`src/rtl/four_bit_divider_if.sv`:
```
// Start/done handshake bundle for the restoring divider.
// master drives operands and start; slave returns results and status.
interface four_bit_divider_if;
  logic       strt_cmpt_i;
  logic [7:0] dividend_i;
  logic [3:0] divisor_i;
  logic [7:0] quotient_o;
  logic [3:0] remainder_o;
  logic       div_zero_o;
  logic       done_o;
  logic       busy_o;
  logic [2:0] state_o;

  modport master (
    output strt_cmpt_i,
    output dividend_i,
    output divisor_i,
    input  quotient_o,
    input  remainder_o,
    input  div_zero_o,
    input  done_o,
    input  busy_o,
    input  state_o
  );

  modport slave (
    input  strt_cmpt_i,
    input  dividend_i,
    input  divisor_i,
    output quotient_o,
    output remainder_o,
    output div_zero_o,
    output done_o,
    output busy_o,
    output state_o
  );
endinterface

```
`src/rtl/four_bit_divider.sv`:
```
// Sequential 8-by-4 restoring divider, one quotient bit per clock.
// Shares the start/done/state handshake of the shift-add multiplier.
module four_bit_divider (
  input  logic               clk_i,
  input  logic               rst_i,
  four_bit_divider_if.slave  bus
);

  typedef enum logic [2:0] {
    ST_IDLE   = 3'd0,
    ST_DIVIDE = 3'd1,
    ST_END    = 3'd2
  } state_t;

  state_t     r_state;
  state_t     w_state_nx;

  logic [7:0] r_dvd;
  logic [7:0] w_dvd_nx;
  logic [3:0] r_dsr;
  logic [3:0] w_dsr_nx;
  // Partial remainder always stays below the divisor, so 4 bits hold it.
  logic [3:0] r_rem;
  logic [3:0] w_rem_nx;
  logic [2:0] r_cnt;
  logic [2:0] w_cnt_nx;

  logic [7:0] r_quo;
  logic [7:0] w_quo_nx;
  logic [3:0] r_rmd;
  logic [3:0] w_rmd_nx;
  logic       r_dz;
  logic       w_dz_nx;
  logic       r_done;
  logic       w_done_nx;

  logic [4:0] w_trial;
  logic       w_ge;
  logic [3:0] w_rem_step;
  logic [7:0] w_dvd_step;

  // Trial subtraction: bring down the next dividend bit.
  assign w_trial    = {r_rem, r_dvd[7]};
  assign w_ge       = (w_trial >= {1'b0, r_dsr});
  assign w_rem_step = w_ge ? 4'(w_trial - {1'b0, r_dsr})
                           : w_trial[3:0];
  assign w_dvd_step = {r_dvd[6:0], w_ge};

  assign bus.quotient_o  = r_quo;
  assign bus.remainder_o = r_rmd;
  assign bus.div_zero_o  = r_dz;
  assign bus.done_o      = r_done;
  assign bus.busy_o      = (r_state != ST_IDLE);
  assign bus.state_o     = r_state;

  // Next-state and next-register values for every FSM state.
  always_comb begin
    w_state_nx = r_state;
    w_dvd_nx   = r_dvd;
    w_dsr_nx   = r_dsr;
    w_rem_nx   = r_rem;
    w_cnt_nx   = r_cnt;
    w_quo_nx   = r_quo;
    w_rmd_nx   = r_rmd;
    w_dz_nx    = r_dz;
    w_done_nx  = 1'b0;
    case (r_state)
      ST_IDLE: begin
        if (bus.strt_cmpt_i) begin
          if (bus.divisor_i == 4'd0) begin
            w_quo_nx   = 8'hFF;
            w_rmd_nx   = 4'hF;
            w_dz_nx    = 1'b1;
            w_done_nx  = 1'b1;
            w_state_nx = ST_END;
          end else begin
            w_dvd_nx   = bus.dividend_i;
            w_dsr_nx   = bus.divisor_i;
            w_rem_nx   = 4'd0;
            w_cnt_nx   = 3'd7;
            w_state_nx = ST_DIVIDE;
          end
        end
      end
      ST_DIVIDE: begin
        w_dvd_nx = w_dvd_step;
        w_rem_nx = w_rem_step;
        if (r_cnt == 3'd0) begin
          w_quo_nx   = w_dvd_step;
          w_rmd_nx   = w_rem_step;
          w_dz_nx    = 1'b0;
          w_done_nx  = 1'b1;
          w_state_nx = ST_END;
        end else begin
          w_cnt_nx = r_cnt - 3'd1;
        end
      end
      ST_END: begin
        w_state_nx = ST_IDLE;
      end
      default: begin
        w_state_nx = ST_IDLE;
      end
    endcase
  end

  // State register and datapath registers, cleared by async reset.
  always_ff @(posedge clk_i or posedge rst_i) begin
    if (rst_i) begin
      r_state <= ST_IDLE;
      r_dvd   <= 8'd0;
      r_dsr   <= 4'd0;
      r_rem   <= 4'd0;
      r_cnt   <= 3'd0;
      r_quo   <= 8'd0;
      r_rmd   <= 4'd0;
      r_dz    <= 1'b0;
      r_done  <= 1'b0;
    end else begin
      r_state <= w_state_nx;
      r_dvd   <= w_dvd_nx;
      r_dsr   <= w_dsr_nx;
      r_rem   <= w_rem_nx;
      r_cnt   <= w_cnt_nx;
      r_quo   <= w_quo_nx;
      r_rmd   <= w_rmd_nx;
      r_dz    <= w_dz_nx;
      r_done  <= w_done_nx;
    end
  end

endmodule

```
`src/flat_wrapper.sv`:
```
// flat-port wrapper written by rule: the top's interface ports become plain ports
module four_bit_divider_flat 
  (clk_i, rst_i, bus_strt_cmpt_i, bus_dividend_i, bus_divisor_i, bus_quotient_o, bus_remainder_o, bus_div_zero_o, bus_done_o, bus_busy_o, bus_state_o);
  four_bit_divider_if bus_i ();
  input  logic clk_i;
  input  logic rst_i;
  input wire logic [$bits(bus_i.strt_cmpt_i)-1:0] bus_strt_cmpt_i;
  input wire logic [$bits(bus_i.dividend_i)-1:0] bus_dividend_i;
  input wire logic [$bits(bus_i.divisor_i)-1:0] bus_divisor_i;
  output wire logic [$bits(bus_i.quotient_o)-1:0] bus_quotient_o;
  output wire logic [$bits(bus_i.remainder_o)-1:0] bus_remainder_o;
  output wire logic [$bits(bus_i.div_zero_o)-1:0] bus_div_zero_o;
  output wire logic [$bits(bus_i.done_o)-1:0] bus_done_o;
  output wire logic [$bits(bus_i.busy_o)-1:0] bus_busy_o;
  output wire logic [$bits(bus_i.state_o)-1:0] bus_state_o;
  assign bus_i.strt_cmpt_i = bus_strt_cmpt_i;
  assign bus_i.dividend_i = bus_dividend_i;
  assign bus_i.divisor_i = bus_divisor_i;
  assign bus_quotient_o = bus_i.quotient_o;
  assign bus_remainder_o = bus_i.remainder_o;
  assign bus_div_zero_o = bus_i.div_zero_o;
  assign bus_done_o = bus_i.done_o;
  assign bus_busy_o = bus_i.busy_o;
  assign bus_state_o = bus_i.state_o;
  four_bit_divider u_core (.clk_i(clk_i), .rst_i(rst_i), .bus(bus_i));
endmodule
```
`config.mk`:
```
export PLATFORM = sky130hd
export DESIGN_NAME = four_bit_divider_flat
export DESIGN_NICKNAME = d
export VERILOG_FILES = /design/src/rtl/four_bit_divider_if.sv /design/src/rtl/four_bit_divider.sv /design/src/flat_wrapper.sv
export SDC_FILE = /design/constraint.sdc
export NUM_CORES = 1
export LEC_CHECK = 0
export CORE_MARGIN = 2
export CORE_UTILIZATION = 50
export DETAILED_ROUTE_END_ITERATION = 10
export GPL_ROUTABILITY_DRIVEN = 0
export PLACE_DENSITY = 0.77
export SYNTH_ARGS = -nofsm -noshare
export SYNTH_HDL_FRONTEND = slang
export SYNTH_SLANG_ARGS = --single-unit
```
`constraint.sdc`:
```
create_clock -name clk_i -period 2.55 [get_ports clk_i]
set_clock_uncertainty 0.2 [all_clocks]
set_input_delay 0.255 -clock clk_i [delete_from_list [all_inputs] [get_ports clk_i]]
set_output_delay 0.255 -clock clk_i [all_outputs]
set_load 0.05 [all_outputs]
```
=== Yosys cells after proc, flatten, opt, wreduce, memory -nomap -nowiden ===
Index checks and enable logic that the tools add are counted.

* Register bits after elaboration: 36
* Input port bits: 15
* Output and inout bits: 18
* Logic and storage cells: 60

* Add/subtract/negate cells: 2
* Order comparisons: 1
* Equal/unequal tests: 6
* Multiplexer cells: 31
* Bitwise operators: 1
* Reduce and logical (&&, ||, !) cells: 10

{| class="wikitable"
|+ Operators by type and width
! kind !! number
|-
| $mux W8 || 5
|-
| $pmux W8 S2 || 2
|-
| $mux W4 || 6
|-
| $pmux W4 S2 || 2
|-
| $mux W3 || 5
|-
| $pmux W3 S2 || 2
|-
| $reduce_and A4 Y1 || 2
|-
| $logic_not A3 Y1 || 2
|-
| $mux W1 || 6
|-
| $ne A2 B2 Y1 const B || 3
|-
| $reduce_and A3 Y1 || 2
|-
| $ge A5 B4 Y1 || 1
|-
| $logic_not A4 Y1 || 1
|-
| $ne A2 B1 Y1 const B || 2
|-
| $pmux W1 S2 || 2
|-
| $sub A4 B4 Y4 || 1
|-
| $eq A3 B1 Y1 const B || 1
|-
| $reduce_bool A3 Y1 || 1
|-
| $sub A3 B1 Y3 const B || 1
|-
| $mux W2 || 1
|-
| $reduce_and A2 Y1 || 1
|-
| $reduce_bool A2 Y1 || 1
|-
| $not A1 Y1 || 1
|}

=== Longest topological paths before layout ===
* Word-level depth: 4
* Depth in mapped cells: 8
* Gate-level depth less buffers: 7

=== Worst setup path after synthesis ===
No wires, ideal clock.

* Path type: register -> register
* Start point: register u_core.r_state[1], in the netlist u_core.bus.state_o[1]
* End point: register u_core.r_dsr[0]
* Setup time: 125 ps
* Data arrival time: 1838 ps
* Data required time: 2225 ps
* Setup slack: 388 ps
* Stages on the path, launching flop included: 5
* Path buffers: 1
* Clock period less this slack: 2162 ps
* Path through: dfrtp_1 or2_2 or2_2 clkbuf_1 mux2_2

* Cells in the longest elaborated chain, start to end: 2

{| class="wikitable"
|+ Ends and longest elaborated chain
! item !! line !! text
|-
| from (decl) || four_bit_divider.sv:15 || <nowiki>state_t r_state;</nowiki>
|-
| from (signal assigned) || four_bit_divider.sv:120 || <nowiki>r_state <= w_state_nx;</nowiki>
|-
| $logic_not A3 Y1 || four_bit_divider.sv:67 || <nowiki>case (r_state)</nowiki>
|-
| $reduce_and A3 Y1 (no line) || - ||
|-
| to (signal assigned) || four_bit_divider.sv:122 || <nowiki>r_dsr <= w_dsr_nx;</nowiki>
|-
| to (decl) || four_bit_divider.sv:20 || <nowiki>logic [3:0] r_dsr;</nowiki>
|}

Every way passes these cells.
A chain may end at the register's enable or synchronous reset.

=== Final worst setup path ===
* Start point: register u_core.r_state[1], in the netlist u_core.bus.state_o[1]
* End point: output bus_busy_o

* Cells in the longest elaborated chain, start to end: 1

{| class="wikitable"
|+ Ends and longest elaborated chain
! item !! line !! text
|-
| $reduce_bool A3 Y1 || four_bit_divider.sv:53 || <nowiki>assign bus.busy_o = (r_state != ST_IDLE);</nowiki>
|-
| to (decl) || flat_wrapper.sv:14 || <nowiki>output wire logic [$bits(bus_i.busy_o)-1:0] bus_busy_o;</nowiki>
|}

Every way passes these cells.

==> metrics <==
layout cells sized above 1=18.2%; Synth Flop Type=dfrtp_1; Switching Share=46.1%; maximum clock rate=431 MHz; MaxCap Viol Count=0; CTS resizes=0; Synth area leader=dfrtp_1; r2r worst-path depth=7; Critical Path AT=around 1900 ps; CTS sink count=35; CP Max Fanout=8; via count=1322; Comb pwr share=about three fifths; First DRT Iteration DRCs=36; clock root buffer=clkbuf_4; Mapped Avg Cell Area=10.2 sq um; initial antenna violation count=0; DR WL/cell=13.8 microns; Power Dens Cells=1530 nW/um^2; overall power=~3.4 mW; drt first pass iters=4; Die Span X=63.5 microns; setup violators final=0; Slew Viols, Final=0; first-pass GRT wire length=6.22 mm; final hold vios=0; top cells by area, synth=dfrtp_1, nor2_1, a21oi_1; Synth top area share=49.5%; critical path type=register to output pin; Ant. Diodes=0; net switching power=1.57 mW; # rows=21; Initial Util=a little over half; unrepaired setup endpoints after global routing=false; count leader, synth=dfrtp_1; Total Wirelength=3.52 mm; CTS tree=done; Clk pin slew, worst setup/hold paths=110 ps; GR Overflow Total=0; Total GRT Usage=20.1%; CTS Buf Count=5; Post-CTS Setup Repair Bufs=0; Worst Setup End Kind=output pin; die height=63.5 microns; sequential area share after synthesis=49.5%; Int Power=1.84 mW; Clock Path Buffers=2; Layout Nets=230; final core occ=66.0%; cell area after synthesis=1770 sq um; outcome=completed; Die Footprint=between 4000 and 5000 sq um; Reg power frac=around 30%; top cells by count, synth=dfrtp_1, nor2_1, a21oi_1, inv_1; Yosys warning count=0; Clock H-tree levels=2; CP Data Required Time=2100 ps; min cycle time layout=2320 ps; Skew-Pair Late Insertion Delay=340 ps; reg2reg start=u_core.r_dvd[7]; HP Class=input port to async pin; Hold-fix buffers, CTS=0; IO Pins=33; post-detail-place hpwl=2.71 mm; Worst setup SP type=register; Yosys reg bits=35; drt drc=0; final period utilization=between 90% and 100%; unique cell type count in the Yosys netlist=34; setup slack after layout=228 ps; clock share of power=11.6%; DP Worst Slack=283 ps; Leak Pwr=0.962 nW; core outline area=between 3000 and 4000 sq um; number of enable flip-flop cells after synthesis=0; largest net degree at the start of global routing=36; Cells after Synth=between 150 and 200; Worst-Margin Slew=a little over 500 ps; ANT nets after route=0; Slew headroom=65.9%; Vias/cell=approximately 5.2; vias in the first global route=1382; setup_tns=0 ps; Worst R2R End=u_core.r_rem[0]; Post-Syn Nets=195; Area Growth Syn to Fin=25.4%; Post-synth ARST share=100%; peak supply drop=0.706 mV; reg2reg setup slack=340 ps; # port buffers=31
## through the flow
stage                     cells  cell area [sq um]  hold WS (ps)
after detailed placement    247               2140           271
final                       255               2220          88.5
after floorplan             173               1770           206
after global routing        255               2220           168
after CTS                   255               2220          95.5
after global placement      247               2140           258
## routing by layer
metal	wire (microns)	part of all wire, %	track usage, %
met4	85	2.4	9.78
met5	0	0	0
met1	1460	42	23.7
met3	163	4.6	3.93
met2	1810	51	34.7
## power groups by stage
stage,Clock [mW],Combinational (mW),Sequential [mW]
after floorplan,0,1.16,1.33
after global placement,0,1.94,1.00
after detailed placement,0,2.01,1.02
after CTS,0.408,2.02,1.01
after global routing,0.427,2.19,1.05
final,0.396,2.00,1.00
## state kept, by name (all words and copies together), names as in the netlist
name	count
u_core.bus.remainder_o	4
u_core.r_dsr	4
u_core.r_rem	4
u_core.r_cnt	3
u_core.bus.state_o	2
u_core.bus.done_o	1
u_core.bus.div_zero_o	1
u_core.r_dvd	8
u_core.bus.quotient_o	8
## worst max-delay path by stage
stage / cells past startpoint / start / to
floorplan: 4 / u_core.bus.state_o[1] / u_core.r_dsr[0]
finish: 2 / u_core.bus.state_o[1] / bus_busy_o
global route: 2 / u_core.bus.state_o[1] / bus_busy_o
detailed placement: 7 / bus_divisor_i[3] / u_core.bus.quotient_o[7]
global placement: 7 / bus_divisor_i[3] / u_core.bus.remainder_o[2]
CTS: 2 / u_core.bus.state_o[1] / bus_busy_o
## worst max-delay path: stages, from the launching register on
cell	delay (ps)
dfrtp_1	490
or2_2	320
clkdlybuf4s50_1	710
## cells in the final DEF (no fill, tap or decap), types with 4 or more instances in the layout
cell type        instances
inv_1                   10
mux2i_1                  9
or2_2                    5
ha_1                     6
a21oi_2                  8
clkdlybuf4s50_1         31
buf_4                    4
dfrtp_1                 35
nand2_1                  9
a21oi_1                 18
o21ai_0                  5
nor2_1                  31
clkbuf_4                 5
mux2_2                   5
## cell type report
type                            instances  area (sq um)
Clock buffer                            5          37.5
Tap cell                               46          57.6
Inverter                               10          37.5
Multi-Input combinational cell        120           807
Timing Repair Buffer                   36           360
Fill cell                             303          1140
Clock inverter                          3          43.8
Sequential cell                        35           876
## logic make-up after synthesis
kind of cell    share of synthesized area (%)
mux                                      8.27
simple gates                             15.6
buf+inv                                  4.95
other cells                             0.212
fa+ha+maj                                5.37
compound gates                           15.1
flops                                    49.5
xor+xnor                                0.990
Note: power is estimated with default switching activity, not from simulation.
